<file path="config.mk">
export PLATFORM = sky130hd
export DESIGN_NAME = register_bank_fwd
export DESIGN_NICKNAME = d
export VERILOG_FILES = /design/src/rtl/register_bank_fwd.sv
export SDC_FILE = /design/constraint.sdc
export NUM_CORES = 1
export LEC_CHECK = 0
export ABC_AREA = 1
export CAP_MARGIN = 20
export CORE_ASPECT_RATIO = 0.5
export CORE_MARGIN = 5
export CORE_UTILIZATION = 38
export CTS_CLUSTER_DIAMETER = 100
export CTS_CLUSTER_SIZE = 30
export DETAILED_ROUTE_END_ITERATION = 12
export SLEW_MARGIN = 20
export SYNTH_ARGS = -nofsm -noshare
export SYNTH_HDL_FRONTEND = slang
export SYNTH_SLANG_ARGS = --single-unit
</file>
<file path="constraint.sdc">
create_clock -name clk -period 3.9 [get_ports clk]
set_input_delay 0.975 -clock clk [delete_from_list [all_inputs] [get_ports clk]]
set_output_delay 0.975 -clock clk [all_outputs]
set_load 0.005 [all_outputs]
</file>
<file path="src/rtl/register_bank_fwd.sv">
// ID-stage register bank: NUM_REGS x DATA_W register file, forwarding muxes,
// immediate select on B and an ID/EX stage register. Optional macro: RF_WRITE_THROUGH_EN.
module register_bank_fwd #(
   parameter int DATA_W     = 8,
   parameter int ADDR_W     = 5,
   parameter int NUM_REGS   = 32,
   parameter int INS_W      = 24,
   parameter int RS_LSB     = 11,
   parameter int RT_LSB     = 6,
   parameter int IMM_W      = 8,
   parameter bit IMM_SIGNED = 1'b1
) (
   input  logic              clk,
   input  logic              rst_n,
   input  logic [INS_W-1:0]  ins,
   input  logic [DATA_W-1:0] ans_ex,
   input  logic [DATA_W-1:0] ans_dm,
   input  logic [DATA_W-1:0] ans_wb,
   input  logic [IMM_W-1:0]  imm,
   input  logic [ADDR_W-1:0] RW_dm,
   input  logic              wr_en,
   input  logic [1:0]        mux_sel_A,
   input  logic [1:0]        mux_sel_B,
   input  logic              imm_sel,
   input  logic              in_valid,
   input  logic              stall,
   input  logic              flush,
   output logic [DATA_W-1:0] A,
   output logic [DATA_W-1:0] B,
   output logic [ADDR_W-1:0] rs_q,
   output logic [ADDR_W-1:0] rt_q,
   output logic              out_valid
);

   localparam int              IDX_W     = (NUM_REGS > 1) ? $clog2(NUM_REGS) : 1;
   localparam logic [ADDR_W:0] REG_LIMIT = NUM_REGS[ADDR_W:0];

   logic [DATA_W-1:0] regs [NUM_REGS];
   logic [ADDR_W-1:0] rs, rt;
   logic [DATA_W-1:0] rd_a, rd_b, fwd_a, fwd_b, imm_ext;
   logic              wr_ok;
   logic              unused_ins;

   // Address 0 is hardwired zero and addresses past the file do not exist.
   function automatic logic live_addr(input logic [ADDR_W-1:0] addr);
      return (addr != '0) && ({1'b0, addr} < REG_LIMIT);
   endfunction

   function automatic logic [DATA_W-1:0] fwd_mux(input logic [1:0]        sel,
                                                 input logic [DATA_W-1:0] rd,
                                                 input logic [DATA_W-1:0] ex,
                                                 input logic [DATA_W-1:0] dm,
                                                 input logic [DATA_W-1:0] wb);
      case (sel)
         2'b01:   return ex;
         2'b10:   return dm;
         2'b11:   return wb;
         default: return rd;
      endcase
   endfunction

   assign rs         = ins[RS_LSB +: ADDR_W];
   assign rt         = ins[RT_LSB +: ADDR_W];
   assign wr_ok      = wr_en && live_addr(RW_dm);
   assign unused_ins = ^ins;

   // NOTE: the whole file is reset so a mid-operation reset leaves no stale data behind.
   always_ff @(posedge clk or negedge rst_n) begin
      if (!rst_n) begin
         for (int i = 0; i < NUM_REGS; i++) regs[i] <= '0;
      end else if (wr_ok) begin
         regs[RW_dm[IDX_W-1:0]] <= ans_dm;
      end
   end

   // NOTE: each read result gets a default first so no path leaves it unassigned (no latch).
   always_comb begin
      rd_a = '0;
      rd_b = '0;
      if (live_addr(rs)) rd_a = regs[rs[IDX_W-1:0]];
      if (live_addr(rt)) rd_b = regs[rt[IDX_W-1:0]];
`ifdef RF_WRITE_THROUGH_EN
      if (wr_ok && (RW_dm == rs)) rd_a = ans_dm;
      if (wr_ok && (RW_dm == rt)) rd_b = ans_dm;
`endif
   end

   if (IMM_W < DATA_W) begin : g_imm_ext
      assign imm_ext = IMM_SIGNED ? {{(DATA_W-IMM_W){imm[IMM_W-1]}}, imm}
                                  : {{(DATA_W-IMM_W){1'b0}}, imm};
   end else begin : g_imm_full
      assign imm_ext = imm;
   end

   assign fwd_a = fwd_mux(mux_sel_A, rd_a, ans_ex, ans_dm, ans_wb);
   assign fwd_b = imm_sel ? imm_ext : fwd_mux(mux_sel_B, rd_b, ans_ex, ans_dm, ans_wb);

   // NOTE: state is updated with non-blocking assignments so all stage fields move together.
   always_ff @(posedge clk or negedge rst_n) begin
      if (!rst_n) begin
         A         <= '0;
         B         <= '0;
         rs_q      <= '0;
         rt_q      <= '0;
         out_valid <= 1'b0;
      end else if (flush) begin
         A         <= '0;
         B         <= '0;
         rs_q      <= '0;
         rt_q      <= '0;
         out_valid <= 1'b0;
      end else if (!stall) begin
         A         <= fwd_a;
         B         <= fwd_b;
         rs_q      <= rs;
         rt_q      <= rt;
         out_valid <= in_valid;
      end
   end

endmodule

</file>
Yosys cells after proc, flatten, opt, wreduce, memory -nomap -nowiden
Index checks and enable logic that the tools add are counted.
{"block": "word_totals", "reg_bits": 283, "input_bits": 72, "out_inout_bits": 27}
{"block": "classes", "n_lt_le_gt_ge": 4, "eq_ne": 7, "n_mux": 24, "n_bitwise": 3, "n_reduce_logical": 5}
{"cell": "$bwmux W256", "count": 1}
{"cell": "$mux W8", "count": 12}
{"cell": "$bmux W8 S5", "count": 2}
{"cell": "$pmux W8 S3", "count": 2}
{"cell": "$demux W8 S5", "count": 1}
{"cell": "$mux W5", "count": 4}
{"cell": "$ge A6 B6 Y1 const B", "count": 3}
{"cell": "$not A5 Y6", "count": 3}
{"cell": "$reduce_bool A5 Y1", "count": 3}
{"cell": "$eq A2 B2 Y1 const B", "count": 4}
{"cell": "$lt A6 B1 Y1 const B", "count": 1}
{"cell": "$eq A2 B1 Y1 const B", "count": 2}
{"cell": "$logic_and A1 B1 Y1", "count": 2}
{"cell": "$mux W1", "count": 2}
{"cell": "$ne A2 B1 Y1 const B", "count": 1}

Depth between registers and ports, before layout
{"block": "logic_depth", "ltp_word": 9, "mapped_depth": 14}

Worst setup path after synthesis
Ideal clock, no wire load.
{"block": "synth_path", "path_type": "input-to-reg", "startpoint": "input ins[6]", "endpoint": "register B[5]", "arrival_ns": 2.098, "path_slack_ns": 1.685, "stages": 9, "cell_sequence": "buf_2 > buf_2 > buf_2 > o311ai_0 > inv_1 > nand2_1 > nand2_1 > nand2_1 > nand2_1"}
{"block": "synth_via", "elab_chain_cells": 9, "word_cells_on_any_way": 10, "classes_between": "8 x mux; 1 x bitwise; 1 x reduce/logical"}
{"element": "start, declared", "line_no": "15", "text": "input logic [INS_W-1:0] ins,"}
{"element": "$not A5 Y6 (implied by the code)", "line_no": "81", "text": "if (live_addr(rt)) rd_b = regs[rt[IDX_W-1:0]];"}
{"element": "$bmux W8 S5", "line_no": "81"}
{"element": "$mux W8 (implied by the code) (2 in series)", "line_no": "81"}
{"element": "$mux W8 *", "line_no": "81"}
{"element": "$pmux W8 S3 *", "line_no": "54", "text": "case (sel)"}
{"element": "$mux W8 *", "line_no": "96", "text": "assign fwd_b = imm_sel ? imm_ext : fwd_mux(mux_sel_B, rd_b, ans_ex, ans_dm, ans_wb);"}
{"element": "$mux W8 *", "line_no": "112", "text": "end else if (!stall) begin"}
{"element": "$mux W8 *", "line_no": "106", "text": "end else if (flush) begin"}
{"element": "end signal, assigned", "line_no": "114", "text": "B <= fwd_b;"}
{"element": "end, declared", "line_no": "29", "text": "output logic [DATA_W-1:0] B,"}
Every way passes the cells marked *; elsewhere a longest branch is shown, timed or not. The select of a mux whose other input is x is not followed.
A chain may end at the register's enable or synchronous reset.

Worst setup path after layout
{"block": "layout_path", "startpoint": "input RW_dm[4]", "endpoint": "register regs[55] (netlist bit)"}
{"block": "layout_via", "elab_chain_cells": 6, "word_cells_on_any_way": 9, "classes_between": "2 x order compare; 3 x mux; 1 x bitwise; 3 x reduce/logical"}
{"element": "start, declared", "line_no": "20", "text": "input logic [ADDR_W-1:0] RW_dm,"}
{"element": "$not A5 Y6 (implied by the code)", "line_no": "72", "text": "regs[RW_dm[IDX_W-1:0]] <= ans_dm;"}
{"element": "$ge A6 B6 Y1 (implied by the code) / $lt A6 B1 Y1 (equally long branches)", "line_no": "72"}
{"element": "$logic_and A1 B1 Y1 (implied by the code)", "line_no": "72"}
{"element": "$mux W8 (implied by the code)", "line_no": "72"}
{"element": "$demux W8 S5", "line_no": "72"}
{"element": "$bwmux W256", "line_no": "72"}
{"element": "end signal, assigned by index", "line_no": "72"}
{"element": "end, declared", "line_no": "38", "text": "logic [DATA_W-1:0] regs [NUM_REGS];"}
Several ways; a longest one is shown, not always the timed one.

==> results.json <==
{
  "postCtsHoldBufs": 0,
  "io_pins": 99,
  "fin_crit_sh": 0.7435,
  "worstSetupPathType": "input pin to flip-flop",
  "tns_ns": 0,
  "initialDrtViolationCount": 1746,
  "setup_viol_count_final": 0,
  "critical_path_peak_fanout": 16,
  "hold_viol_final": 0,
  "cp.required_ns": 4.31,
  "p_per_area_mw_per_mm2": 404.2,
  "synth_top_area_frac": 0.4311,
  "cts_made_buffers": 13,
  "worstSetupEndpointType": "flip-flop",
  "grt_start_max_net_pins": 159,
  "min_period_ns": 2.900,
  "cts_root_buf": "clkbuf_16",
  "synth_edf_count": 0,
  "syn-cell-area_sq_mm": 0.01643,
  "clk_latency_ns": 0.52,
  "clockBufferDepth": 3,
  "core_area_sq_mm": 0.04237,
  "synthToLayoutAreaGrowth_pct": 11.34,
  "num_vias": 16030,
  "post-synth-top-count-cell": "nand2_1",
  "num_rows": 53,
  "h-tree-depth": 1,
  "synth_cell_types": 28,
  "post_cts_buffers": 0,
  "max_slew_margin": 0.4844,
  "synth_warnings": 0,
  "syn_nets": 2490,
  "status": "completed",
  "die_area_sq_mm": 0.04774,
  "crit_chain": "clkdlybuf4s50_1 > inv_1 > nor3_1 > nand2_1 > o21ai_0",
  "hold_path_class": "flip-flop to flip-flop",
  "rsz0062_at_grt": "false",
  "cpLargestDelayFamily": "simple AND/OR/NAND/NOR gates",
  "synth_area_leaders": "dfrtp_1 43%, nand2_1 20%, nand3_1 9.8%, o21ai_0 9.7%, inv_1 6.1%",
  "antenna_found_initial": 2,
  "drcViolationCount": 0,
  "slowest_stage": "nor3_1",
  "syn-instance-count": 2418,
  "firstDrtPassIters": 6,
  "grt_pass1_wl_um": 89690,
  "die_width_um": 304.1,
  "synth.top_cells.by_count": "871 x nand2_1, 323 x nand3_1, 317 x o21ai_0, 283 x dfrtp_1, 265 x inv_1",
  "fmax_mhz": 344.9,
  "cp.arrival_ns": 3.31,
  "static-leakage-power_uw": 0.008917,
  "worstSetupStartpointType": "input pin",
  "vdd_drop_max_uv": 231.1,
  "viasPerCell": 5.354,
  "yosysSeqAreaShare": 0.4311,
  "cts_resized": 0,
  "ys_ff_latch": 283,
  "grt_usage": 0.2409,
  "cts.sinks": 283,
  "die_h_um": 157.0,
  "place.gp.congestion": 0.9469,
  "hpwl_um": 38680,
  "fill_cells": 4416,
  "grt_pass1_vias": 14535,
  "drt-total-wl_um": 58840,
  "layout-drive-gt1-share": 0.04882,
  "drv_slew": 0,
  "start_util": 0.3877,
  "cts_tree": "done",
  "maxCapViolCount": 0,
  "dp_cells": 2978,
  "synth_area_per_cell_sq_um": 6.794,
  "finClkSkew_ns": 0.02746,
  "postLayoutCoreUtil": 0.4317,
  "yosysTopAreaCell": "dfrtp_1",
  "async_flop_share": 1.000,
  "tightest_slew_ns": 0.7676,
  "stdcell_count": 2994,
  "wl_per_cell_um": 19.65,
  "path_clk_slew_ns": 0.12,
  "ant_nets": 0,
  "synth_flop_cell": "dfrtp_1",
  "max_stage_delay_ns": 0.66,
  "num_antenna_cells": 0,
  "overflow": 0,
  "nets": 2488,
  "whs_ns": 0.4064,
  "critPathBufInv": 2,
  "portBuffers": 84
}
[flip-flops by register name (all words and copies together), names as in the netlist]
| name | cells |
|---|---|
| out_valid | 1 |
| B | 8 |
| rs_q | 5 |
| rt_q | 5 |
| A | 8 |
| regs | 256 |
[worst reg2reg max path, cell delays in order, from the launching register on]
cell,delay [ns]
dfrtp_1,0.37
inv_1,0.06
nand2_1,0.05
nand2_1,0.06
o21ai_0,0.35
nand2_1,0.11
nand3_1,0.26
nand3_1,0.11
nand2_1,0.10
nand2_1,0.09
nand2_1,0.08
nand2_1,0.05
nand2_1,0.05
[where the power goes]
group / switching (uW) / total [uW] / internal, uW
Combinational: 1280 / 1960 / 688
Clock: 999 / 1710 / 708
Sequential: 278 / 3720 / 3440
[final timing paths]
path / startpoint / endpoint / slack [ns] / depth (start not counted)
max reg2reg: regs[214] / B[6] / 2.13 / 12
max in group asynchronous: rst_n / regs[110] / 2.55 / 2
min in group asynchronous: rst_n / regs[210] / 0.49 / 1
min reg2reg: regs[254] / regs[254] / 0.41 / 0
min: regs[254] / regs[254] / 0.41 / 0
max: RW_dm[4] / regs[55] / 1.00 / 5
[kinds of logic after synthesis]
logic type,after synthesis,share of synthesized area
compound gates,442,0.1445
simple gates,1250,0.3184
flops,283,0.4311
buf+inv,443,0.1060
[layout make-up]
class,instances,area (sq um),area share
flip-flops and latches,283,7082,0.3872
well taps,577,721.9,0.03947
multi-input cells,1692,7607,0.4159
inverters,275,1032,0.05643
repair buffers,151,1463,0.07996
clock inverters,2,46.29,0.002531
clock buffers,14,339.1,0.01854
[stage by stage]
| stage | setup WS, ns | power [uW] | cell area (sq um) |
|---|---|---|---|
| floorplan | 1.685 | 4996 | 16430 |
| global placement | 0.7100 | 5661 | 17910 |
| detailed placement | 0.6141 | 5710 | 17910 |
| CTS | 1.149 | 7406 | 18290 |
| global route | 0.9280 | 7852 | 18290 |
| finish | 1.000 | 7393 | 18290 |
[cell usage in the layout (no fill, tap or decap), types with 5 or more instances in the layout]
| cell | instances |
|---|---|
| buf_12 | 10 |
| or2_2 | 15 |
| inv_1 | 263 |
| buf_4 | 58 |
| o211ai_1 | 49 |
| nor2_1 | 22 |
| o21ai_0 | 317 |
| clkbuf_16 | 13 |
| nor3_1 | 9 |
| a21oi_1 | 57 |
| nand3_1 | 323 |
| nand2_1 | 871 |
| dfrtp_1 | 283 |
| a31oi_1 | 5 |
| clkdlybuf4s50_1 | 79 |
| clkinv_1 | 7 |
| a211oi_1 | 8 |
| inv_2 | 5 |
[per-layer routing]
metal | share of wire | GRT usage | vias to the layer above
met5 | 0.00058 | 0 | -
met4 | 0.025 | 0.05971 | 4
met3 | 0.099 | 0.05298 | 91
met2 | 0.42 | 0.3683 | 695
met1 | 0.45 | 0.3505 | 7542
li1 | - | - | 7698
(Power assumes the default switching activity.)
